[src/rtl/pc_stack_pkg.sv]
// pc_stack_pkg: shared constants for the PIC16F84 program-counter / return-stack unit.
//   - default PC width and stack depth
//   - branch-class opcode encodings driven by the decoder
//   - FSM state type used by pc_stack
package pc_stack_pkg;

    localparam int unsigned PC_W  = 13;
    localparam int unsigned DEPTH = 8;
    localparam int unsigned PTR_W = $clog2(DEPTH);

    localparam logic [2:0] OP_NEXT   = 3'd0;
    localparam logic [2:0] OP_SKIP   = 3'd1;
    localparam logic [2:0] OP_GOTO   = 3'd2;
    localparam logic [2:0] OP_CALL   = 3'd3;
    localparam logic [2:0] OP_RETURN = 3'd4;

    typedef enum logic [0:0] {
        StIdle,
        StWaitStk
    } state_e;

endpackage

[src/rtl/pc_stack_lifo.sv]
// pc_stack_lifo: DEPTH x PC_W circular return stack.
// Ports:
//   i_clock, i_reset     clock, synchronous active-high reset (pointer and flags only)
//   i_push, i_pop        push i_wdata at ptr / pop, one per cycle (push wins)
//   i_wdata              return address to push
//   o_top                combinational read of stack[ptr-1]
//   o_depth, o_ovf, o_unf  saturating level and sticky overflow/underflow
// Macro PC_STACK_FLAGS_EN: when undefined, depth/ovf/unf are tied to zero.
module pc_stack_lifo #(
    parameter int unsigned PC_W  = pc_stack_pkg::PC_W,
    parameter int unsigned DEPTH = pc_stack_pkg::DEPTH
) (
    input  logic            i_clock,
    input  logic            i_reset,
    input  logic            i_push,
    input  logic            i_pop,
    input  logic [PC_W-1:0] i_wdata,
    output logic [PC_W-1:0] o_top,
    output logic [3:0]      o_depth,
    output logic            o_ovf,
    output logic            o_unf
);
    import pc_stack_pkg::*;

    localparam int unsigned AW = $clog2(DEPTH);

    logic [PC_W-1:0] r_mem [DEPTH];
    logic [AW-1:0]   r_ptr;
    logic [AW-1:0]   w_top_idx;

    // Pointer wraps like silicon: pop on empty reads stale stack[ptr-1].
    assign w_top_idx = r_ptr - AW'(1);
    assign o_top     = r_mem[w_top_idx];

    // Contents are deliberately not reset.
    always_ff @(posedge i_clock) begin
        if (i_push) begin
            r_mem[r_ptr] <= i_wdata;
        end
    end

    always_ff @(posedge i_clock) begin
        if (i_reset) begin
            r_ptr <= '0;
        end else if (i_push) begin
            r_ptr <= r_ptr + AW'(1);
        end else if (i_pop) begin
            r_ptr <= r_ptr - AW'(1);
        end
    end

`ifdef PC_STACK_FLAGS_EN
    logic [3:0] r_depth;
    logic       r_ovf;
    logic       r_unf;

    always_ff @(posedge i_clock) begin
        if (i_reset) begin
            r_depth <= '0;
            r_ovf   <= 1'b0;
            r_unf   <= 1'b0;
        end else if (i_push) begin
            if (r_depth == 4'(DEPTH)) begin
                r_ovf <= 1'b1;
            end else begin
                r_depth <= r_depth + 4'd1;
            end
        end else if (i_pop) begin
            if (r_depth == 4'd0) begin
                r_unf <= 1'b1;
            end else begin
                r_depth <= r_depth - 4'd1;
            end
        end
    end

    assign o_depth = r_depth;
    assign o_ovf   = r_ovf;
    assign o_unf   = r_unf;
`else
    assign o_depth = 4'd0;
    assign o_ovf   = 1'b0;
    assign o_unf   = 1'b0;
`endif

endmodule

[src/rtl/pc_stack.sv]
// pc_stack: program counter and 8-level return stack for the PIC16F84 core.
// Ports:
//   clock, reset         clock, synchronous active-high reset
//   en_pc                sequencer phase-6 strobe: compute next pc from op
//   en_stack             sequencer phase-7 strobe: commit pending push/pop
//   op, target, pclath_hi  decoder branch class, k[10:0], PCLATH[4:3]
//   pc                   registered fetch address
//   depth, ovf, unf      stack level and sticky flags (zero unless PC_STACK_FLAGS_EN)
// Macro PC_STACK_FLAGS_EN enables the depth/ovf/unf logic in pc_stack_lifo.
module pc_stack #(
    parameter int unsigned PC_W  = pc_stack_pkg::PC_W,
    parameter int unsigned DEPTH = pc_stack_pkg::DEPTH
) (
    input  logic            clock,
    input  logic            reset,
    input  logic            en_pc,
    input  logic            en_stack,
    input  logic [2:0]      op,
    input  logic [10:0]     target,
    input  logic [1:0]      pclath_hi,
    output logic [PC_W-1:0] pc,
    output logic [3:0]      depth,
    output logic            ovf,
    output logic            unf
);
    import pc_stack_pkg::*;

    state_e          r_state, w_state_d;
    logic [2:0]      r_op, w_op_d;
    logic [PC_W-1:0] r_pc, w_pc_d;
    logic [PC_W-1:0] r_ret, w_ret_d;
    logic [PC_W-1:0] w_top, w_jump, w_pc_inc;
    logic            w_push, w_pop;

    assign w_jump   = PC_W'({pclath_hi, target});
    assign w_pc_inc = r_pc + PC_W'(1);

    always_comb begin
        w_state_d = r_state;
        w_op_d    = r_op;
        w_pc_d    = r_pc;
        w_ret_d   = r_ret;
        w_push    = 1'b0;
        w_pop     = 1'b0;
        // en_pc always wins; in StWaitStk it silently drops the pending stack op.
        if (en_pc) begin
            w_op_d    = op;
            w_state_d = StWaitStk;
            case (op)
                OP_SKIP:          w_pc_d = r_pc + PC_W'(2);
                OP_GOTO, OP_CALL: w_pc_d = w_jump;
                OP_RETURN:        w_pc_d = w_top;
                default:          w_pc_d = w_pc_inc;
            endcase
            if (op == OP_CALL) begin
                w_ret_d = w_pc_inc;
            end
        end else if (en_stack && (r_state == StWaitStk)) begin
            // Gate with reset so a mid-instruction reset cannot corrupt the stack.
            w_push    = (r_op == OP_CALL) && !reset;
            w_pop     = (r_op == OP_RETURN) && !reset;
            w_state_d = StIdle;
        end
    end

    always_ff @(posedge clock) begin
        if (reset) begin
            r_state <= StIdle;
            r_op    <= OP_NEXT;
            r_pc    <= '0;
            r_ret   <= '0;
        end else begin
            r_state <= w_state_d;
            r_op    <= w_op_d;
            r_pc    <= w_pc_d;
            r_ret   <= w_ret_d;
        end
    end

    assign pc = r_pc;

    pc_stack_lifo #(
        .PC_W  (PC_W),
        .DEPTH (DEPTH)
    ) u_lifo (
        .i_clock (clock),
        .i_reset (reset),
        .i_push  (w_push),
        .i_pop   (w_pop),
        .i_wdata (r_ret),
        .o_top   (w_top),
        .o_depth (depth),
        .o_ovf   (ovf),
        .o_unf   (unf)
    );

endmodule

[config.mk]
export PLATFORM = sky130hd
export DESIGN_NAME = pc_stack
export DESIGN_NICKNAME = d
export VERILOG_FILES = /design/src/rtl/pc_stack_pkg.sv /design/src/rtl/pc_stack_lifo.sv /design/src/rtl/pc_stack.sv
export SDC_FILE = /design/constraint.sdc
export NUM_CORES = 1
export LEC_CHECK = 0
export CAP_MARGIN = 20
export CORE_ASPECT_RATIO = 0.6
export CORE_MARGIN = 2
export CORE_UTILIZATION = 25
export CTS_CLUSTER_SIZE = 30
export DETAILED_ROUTE_END_ITERATION = 12
export DONT_BUFFER_PORTS = 1
export GPL_TIMING_DRIVEN = 0
export SLEW_MARGIN = 25
export SYNTH_ARGS = -nofsm -noshare
export SYNTH_HDL_FRONTEND = slang
export SYNTH_SLANG_ARGS = --single-unit
[constraint.sdc]
create_clock -name clock -period 2.95 [get_ports clock]
set_clock_uncertainty 0.1 [all_clocks]
set_input_delay 0.4425 -clock clock [delete_from_list [all_inputs] [get_ports clock]]
set_output_delay 0.4425 -clock clock [all_outputs]
set_load 0.02 [all_outputs]
; Word level (Yosys, flattened, before mapping)
; Memories as Yosys holds them, arrays and structs flattened.
; Index checks and enable logic that the tools add are counted.
[op_classes]
mux = 11
n_addsub = 4
n_reduce_logical = 8
eq_ne = 6
[ops]
columns = cell, count
row1 = 13-bit case mux with 3 select lines, 1
row2 = "13-bit by 1-bit adder with 13-bit output, second input constant", 1
row3 = "13-bit by 2-bit adder with 13-bit output, second input constant", 1
row4 = "3-bit by 2-bit == test with 1-bit output, second input constant", 3
row5 = 1-bit two-way mux, 8
row6 = "3-bit == test, second input constant", 2
row7 = 3-bit two-way mux, 2
row8 = 2-bit nonzero test, 2
row9 = "3-bit by 1-bit adder with 3-bit output, second input constant", 1
row10 = "3-bit by 1-bit == test with 1-bit output, second input constant", 1
row11 = 1-bit logical AND, 3
row12 = "3-bit by 1-bit subtractor with 3-bit output, second input constant", 1
row13 = 2-bit AND reduction, 1
row14 = 2-bit OR reduction, 1
row15 = 1-bit zero test, 1
[totals]
n_memories = 1
mem_bits_rw = 104
ff_bits = 33
inputBits = 20
output_inout_bits = 19
[memory_table]
columns = memory, depth, word_bits, rd, rd_clocked_by_memory_dff, write_ports, line
row1 = u_lifo.r_mem, 8, 13, 1, 0, 1, pc_stack_lifo.sv:27  ; logic [PC_W-1:0] r_mem [DEPTH];

; Logic depth before layout (Yosys ltp)
; Gate-level depths: netlist of run 1.
[logic_depth]
word_depth = 6
mapped_depth = 11
depth_no_buf = 7

; Cells and area by module
; From an unflattened synthesis of run 1, not the netlist that was laid out.
[unflattened]
hier_cells = 527
hier_area_um2 = 6436.2
[modules_own_cells]
columns = module, instances, area_per_inst_um2, seq_area_each_um2, cells_each
row1 = pc_stack_lifo, 1, 4395.5, 3183.1, 278
row2 = pc_stack, 1, 2040.7, 600.6, 249

; Worst setup path before layout of run 1
; OpenSTA, ideal clock, no wires.
[synth_path]
path_kind = input to register
start = input reset
end = memory u_lifo.r_mem[1][0] (enable)
required_time_ns = 2.450
n_path_buf = 0
path_stages = 4
arrival_ns = 2.191
setup_slack_ns = 0.260
path_cell_list = nand4bb_1 > nor3_1 > nand2_1 > nor3_1
[synth_between]
elab_chain_cells = 6
[synth_rtl]
columns = element, line
row1 = start: declaration, pc_stack.sv:15  ; input logic reset,
row2 = 1-bit zero test, pc_stack.sv:60  ; w_push = (r_op == OP_CALL) && !reset;
row3 = 1-bit logical AND, pc_stack.sv:60
row4 = 1-bit two-way mux, pc_stack.sv:58  ; end else if (en_stack && (r_state == StWaitStk)) begin
row5 = 1-bit two-way mux, pc_stack.sv:46  ; if (en_pc) begin
row6 = 1-bit two-way mux, pc_stack_lifo.sv:37  ; if (i_push) begin
row7 = 1-bit two-way mux (not written as such), pc_stack_lifo.sv:38  ; r_mem[r_ptr] <= i_wdata;
row8 = end: declaration, pc_stack_lifo.sv:27
; Every way passes these cells.

; Worst setup path in the final report of run 1
[layout_path]
start = register u_lifo.r_ptr[0]
end = register r_pc[12] (netlist: pc[12])
[layout_between]
elab_chain_cells = 3
[layout_rtl]
columns = element, line
row1 = start: declaration, pc_stack_lifo.sv:28  ; logic [AW-1:0] r_ptr;
row2 = start signal: assignment, pc_stack_lifo.sv:46  ; r_ptr <= r_ptr + AW'(1);
row3 = start signal: assignment, pc_stack_lifo.sv:48  ; r_ptr <= r_ptr - AW'(1);
row4 = 3-bit by 1-bit subtractor with 3-bit output, pc_stack_lifo.sv:32  ; assign w_top_idx = r_ptr - AW'(1);
row5 = memory read 8 x 13 bit, --
row6 = 13-bit case mux with 3 select lines, pc_stack.sv:49  ; case (op)
row7 = end signal: assignment, pc_stack.sv:75  ; r_pc <= w_pc_d;
row8 = end: declaration, pc_stack.sv:30  ; logic [PC_W-1:0] r_pc, w_pc_d;
; Every way passes these cells.
; A chain may end at the register's enable or synchronous reset.

==> results of run 1 <==
[cell usage after synthesis (2+ instances only)]
| cell | n | area [um2] |
|---|---|---|
| mux4_2 | 10 | 225 |
| or3_1 | 3 | 18.8 |
| o221ai_1 | 4 | 35.0 |
| nor3b_1 | 2 | 15.0 |
| mux2i_1 | 13 | 130 |
| o21ai_0 | 15 | 75.1 |
| nand2_1 | 25 | 93.8 |
| o21a_1 | 2 | 15.0 |
| buf_4 | 9 | 67.6 |
| ha_1 | 4 | 50.1 |
| xor2_1 | 8 | 70.1 |
| a211oi_1 | 12 | 90.1 |
| dfxtp_1 | 33 | 661 |
| nor2b_1 | 2 | 12.5 |
| inv_1 | 10 | 37.5 |
| clkbuf_1 | 7 | 26.3 |
| edfxtp_1 | 104 | 3120 |
| a221oi_1 | 3 | 26.3 |
| clkbuf_4 | 2 | 15.0 |
| o211ai_1 | 2 | 15.0 |
| nand2b_1 | 7 | 43.8 |
| nand4_1 | 2 | 12.5 |
| nand3_1 | 6 | 30.0 |
| and3_1 | 5 | 31.3 |
| o221a_2 | 3 | 33.8 |
| nor3_1 | 11 | 55.1 |
| buf_6 | 5 | 56.3 |
| nor2_1 | 40 | 150 |
| and2_1 | 2 | 12.5 |
| mux4_1 | 16 | 420 |
| a21boi_0 | 2 | 15.0 |
| mux2_2 | 4 | 45.0 |
| xnor2_1 | 9 | 78.8 |
| o22ai_1 | 5 | 31.3 |
| a31oi_1 | 4 | 25.0 |
| buf_2 | 12 | 60.1 |
| a21oi_1 | 22 | 110 |
| a311oi_1 | 2 | 17.5 |
[layer usage]
metal / GRT usage / wire (um) / up-vias
met5: 0 / 0 / -
met4: 0.0364 / 124 / 0
met3: 0.0458 / 1500 / 13
met2: 0.160 / 6360 / 173
met1: 0.189 / 7740 / 1997
li1: - / - / 1787
[cell type report]
| type | instances | share of cell area |
|---|---|---|
| clock buffer | 17 | 0.0573 |
| buffer | 37 | 0.0347 |
| clock inverter | 15 | 0.0290 |
| inverter | 10 | 0.00506 |
| sequential | 137 | 0.510 |
| multi-input combinational | 270 | 0.302 |
| timing repair buffer | 6 | 0.00809 |
| tap | 322 | 0.0543 |
[through the flow]
step | worst slack [ps] | TNS [ps]
2_1_floorplan | 260 | 0
3_3_place_gp | -761 | -30440
3_5_place_dp | 20.2 | 0
4_1_cts | 2.45 | 0
5_1_grt | 21.1 | 0
6_report | 113 | 0
[flip-flops by register name, summed over array words and instances, names as in the netlist]
name and cells:
u_lifo.r_mem 104, r_ret 13, pc 13, r_state 1, r_op 3, u_lifo.r_ptr 3
[power by group]
part / internal (W) / leakage (nW) / total (W) / switching [W]
sequential: 0.00209 / 1.25 / 0.00215 / 0.0000615
combinational: 0.0000880 / 0.992 / 0.000230 / 0.000142
clock: 0.00144 / 0.315 / 0.00230 / 0.000861
total: 0.00361 / 2.55 / 0.00467 / 0.00106
[kinds of logic after synthesis]
family	count (synthesis)	synth area share
other	1	0.000600
xor gates and xnor gates	18	0.0264
muxes	43	0.131
AOI/OAI and AO/OA	85	0.0927
buffers and inverters	47	0.0458
adders and majority gates	5	0.00961
DFF	137	0.605
and+or+nand+nor	113	0.0885
[placed cells by master (no fill, tap or decap), drive strengths merged, types with 3 or more instances in the layout]
cell type,synthesis,routed
a211oi,12,12
a21oi,23,23
a221oi,4,4
a31oi,4,4
and3,5,5
buf,28,33
bufinv,0,4
clkbuf,9,27
clkinv,0,6
conb,1,6
dfxtp,33,33
edfxtp,104,104
ha,4,4
inv,10,15
mux2,4,4
mux2i,13,13
mux4,26,26
nand2,25,25
nand2b,7,7
nand3,6,6
nand4,3,3
nor2,41,41
nor3,11,11
o21ai,15,15
o221a,3,3
o221ai,4,4
o22ai,5,5
or3,3,3
xnor2,9,9
xor2,9,9
[how the worst max path moves through the flow]
stage	start	to	cells after the start
2_1_floorplan	reset	u_lifo.r_mem[1][0]	4
3_3_place_gp	reset	u_lifo.r_mem[1][10]	4
3_5_place_dp	u_lifo.r_ptr[0]	pc[12]	11
4_1_cts	u_lifo.r_ptr[0]	pc[12]	11
5_1_grt	u_lifo.r_ptr[0]	pc[12]	11
6_report	u_lifo.r_ptr[0]	pc[12]	11
[worst max-delay path, delay by kind of cell (launching register included)]
kind                     cells  cell delay (ps)
AO/OA/AOI/OAI                2              350
AND/OR/NAND/NOR              1               70
multiplexers                 2              610
adder cells (fa/ha/maj)      1              300
flip-flops                   1              360
buffers and inverters        5              920
==> out/qor.csv, run 1 <==
metric;value;unit
FF+latch area;3780;um2
area taken by multi-input logic gates;2240;um2
IO Port Bufs;0;
EDFF count, synth;104;
hpwl dp;11.5;mm
# resized after CTS;1;
fin. max-slew vios;0;
core area;24400;um2
CP Class;register to register;
# Max-Cap Violations;0;
Finished Layout Cells;814;
Worst Reg2Reg Path Length in Cells;11;
Cell Count Post-Placement;782;
endpoints failing setup;0;
slowest stage delay, CP;360;ps
R2R Path End;pc[12];
CTS tree;done;
global-route wire length before repair;23.6;mm
fill cell count;2415;
# hold bufs at CTS;0;
mapped cell area;6250;um2
Hold Path Sink;r_state;
CTS Buf Count;17;
worst hold slack;130;ps
fmax;0.352;GHz
wire per inst;19.3;um
Layout area overhead;18.7;%
fin crit period;2840;ps
critical path peak fanout;10;
Die X;208;um
clock latency at the later pin of the worst-skew pair;420;ps
HP Start;en_stack;
Rows;44;
cell count after synthesis;449;
final period utilization;0.962;
hold path depth;3;
Placed Area;6760;um2
grt total ovfl;0;
Vias/cell;4.88;
cell repeated most along the worst path;buf_6;
Reg2Reg Setup Slack;110;ps
Antenna Nets Post-Route;0;
Yosys cell types;60;
Slew headroom;0.394;
Hold Path Class;primary input to register;
CP cell instances;buf_6 > buf_6 > inv_1 > ha_1 > buf_6 > clkbuf_4 > mux4_2 > mux2i_1 > a21oi_1 > a221oi_2 > nor2_1;
RSZ-0062 raised after global routing;no;
vias in the first global route;3758;
CP Launch Type;register;
clk sinks;137;
CP Data Required Time;3160;ps
Worst Path Arrival;3040;ps
LEAKAGE;2.55;nW
Top FF cell, synth;edfxtp_1;
initial antenna violation count;0;
Ports;39;
critical path capture point type;register;
Worst-Margin Slew;908;ps
Seq/Total Area, Yosys;0.605;
Finished Cell Area;7420;um2
largest net degree at the start of global routing;17;
Root Buffer Master;clkbuf_16;
post-layout util;0.304;
status;complete, no violations;
Mapped Avg Cell Area;13.9;um2
Post-synth ARST share;0;
clock buffer depth;2;
Via Count;3970;
final hold vios;0;
drt drc;0;
H-tree depth;4;
Post-Route WL;15.7;mm
# nets final;503;
Synth Register Bits;137;
Setup Buffers After CTS;0;
Starting DRT DRC Count;452;
CTS clk-pin slew, worst paths;60;ps
CP max-delay cell;dfxtp_1;
ANT cells;0;
Die Y;126;um
total die area;26300;um2
Power Total;0.00467;W
R2R Path Start;u_lifo.r_ptr[0];
share of cells above drive strength 1;0.201;
GPL Wtd Cong;0.890;
Initial Util;0.256;
Power Dens Cells;630;nW/um2
number of synthesis warnings;0;
Total Routing Usage GR;0.124;
iteration count of the initial detailed-routing pass;5;
VDD IR-drop max;0.000328;V
Note: power is estimated with default switching activity, not from simulation.
==> run 2, diff against run 1 <==
--- a/config.mk
+++ b/config.mk
@@ -13,6 +13,7 @@
 export DETAILED_ROUTE_END_ITERATION = 12
 export DONT_BUFFER_PORTS = 1
 export GPL_TIMING_DRIVEN = 0
+export SETUP_SLACK_MARGIN = 0.15
 export SLEW_MARGIN = 25
 export SYNTH_ARGS = -nofsm -noshare
 export SYNTH_HDL_FRONTEND = slang
==> out/qor.csv, run 2 (synthesized netlist as in run 1, its figures left out) <==
metric;value;unit
# hold bufs at CTS;0;
cell family with most CP delay;buffers and inverters;
Vias/cell;4.87;
largest net degree at the start of global routing;17;
pre-CTS setup slack;20.2;ps
# Max-Cap Violations;0;
Critical Path Start;u_lifo.r_ptr[0];
H-tree depth;4;
Rows;44;
global-route wire length before repair;23.6;mm
cell repeated most along the worst path;buf_6;
CP Buf/Inv Count;5;
critical path peak fanout;10;
Worst Reg2Reg Path Length in Cells;11;
clock buffer depth;2;
status;complete, no violations;
Total Routing Usage GR;0.124;
LEAKAGE;2.54;nW
Die X;208;um
drt drc;0;
Starting DRT DRC Count;464;
VDD IR-drop max;0.000325;V
worst setup path endpoint;pc[12];
commonest non-fill, non-tap cell in the layout;edfxtp_1;
core area;24400;um2
wire per inst;19.2;um
Ports;39;
max reg flops;104;
grt total ovfl;0;
endpoints failing setup;0;
clock latency at the later pin of the worst-skew pair;420;ps
final period utilization;0.924;
share of cells above drive strength 1;0.205;
CP Class;register to register;
Placed Area;6760;um2
critical path capture point type;register;
iteration count of the initial detailed-routing pass;5;
Root Buffer Master;clkbuf_16;
Biggest register;u_lifo.r_mem;
IO Port Bufs;0;
CP cell instances;buf_6 > buf_6 > inv_1 > ha_1 > buf_6 > buf_4 > mux4_2 > mux2i_2 > a21oi_1 > a221oi_2 > nor2_1;
Finished Cell Area;7450;um2
worst hold slack;130;ps
total die area;26300;um2
# nets final;503;
CP max-delay cell;dfxtp_1;
Antenna Nets Post-Route;0;
CTS Buf Count;17;
fin crit period;2730;ps
slowest stage delay, CP;360;ps
initial antenna violation count;0;
GPL Wtd Cong;0.890;
Reg2Reg Setup Slack;220;ps
RSZ-0062 raised after global routing;yes;
ANT cells;0;
Via Count;3968;
Post-Route WL;15.6;mm
Layout area overhead;19.2;%
cell depth of the worst setup path;11;
fmax;0.367;GHz
R2R Path End;pc[12];
clk sinks;137;
Die Y;126;um
hpwl dp;11.5;mm
CP Launch Type;register;
fin. max-slew vios;0;
Power Dens Cells;626;nW/um2
Hold Path Class;primary input to register;
Worst-Margin Slew;817;ps
Worst Path Arrival;2930;ps
Initial Util;0.256;
vias in the first global route;3757;
CTS clk-pin slew, worst paths;60;ps
Setup Buffers After CTS;0;
Slew headroom;0.454;
final hold vios;0;
most frequent cells in the layout;edfxtp_1, nor2_1, dfxtp_1;
CP Data Required Time;3150;ps
R2R Path Start;u_lifo.r_ptr[0];
CTS tree;done;
post-route setup slack;223;ps
==> run 2: layout make-up <==
cell class | count | area, um2
clock inverters | 15 | 215
well taps | 322 | 403
clock buffers | 17 | 425
inverters | 10 | 37.5
multi-input cells | 270 | 2270
flip-flops and latches | 137 | 3780
plain buffers | 37 | 258
repair buffers | 6 | 60.1
fillers | 2413 | 16900
==> run 2: per-stage QoR <==
stage,setup TNS [ps],total power [W],util,std cells
final,0,0.00467,0.306,814
after floorplan,0,0.00234,-,454
after global placement,-30440,0.00240,0.274,776
after global routing,0,0.00482,0.306,814
after CTS,0,0.00470,0.304,814
after detailed placement,0,0.00241,0.277,782
==> run 2: metal layers <==
metal	global-route usage	vias up	wire length [um]
met5	0	-	0
met4	0.0364	0	114
met3	0.0458	13	1510
met2	0.160	155	6350
met1	0.189	2013	7660
li1	-	1787	-
==> run 2: how the worst min path moves through the flow <==
stage                   from  endpoint  cells after the start
global route        en_stack   r_state                      3
finish              en_stack   r_state                      3
global placement     r_state   r_state                      2
detailed placement   r_state   r_state                      2
floorplan            r_state   r_state                      2
CTS                 en_stack   r_state                      3
==> run 2: worst register-to-register path, cell delays in order, from the launching register on <==
cell      delay [ps]
dfxtp_1          360
buf_6            200
buf_6            210
inv_1            110
ha_1             300
buf_6            160
buf_4            220
mux4_2           340
mux2i_2          210
a21oi_1          150
a221oi_2         190
nor2_1            70
==> run 2: power breakdown <==
group | switching [W] | internal (W) | total, W
Sequential | 0.0000615 | 0.00209 | 0.00215
Combinational | 0.000141 | 0.0000882 | 0.000230
Clock | 0.000856 | 0.00144 | 0.00229
==> run 2: timing repair <==
| action | CTS | global route |
|---|---|---|
| endpoints found under the setup margin | 6 | 37 |
| resized for setup | 4 | 6 |
| hold endpoints to repair | 0 | 0 |
| gates cloned | 0 | 0 |
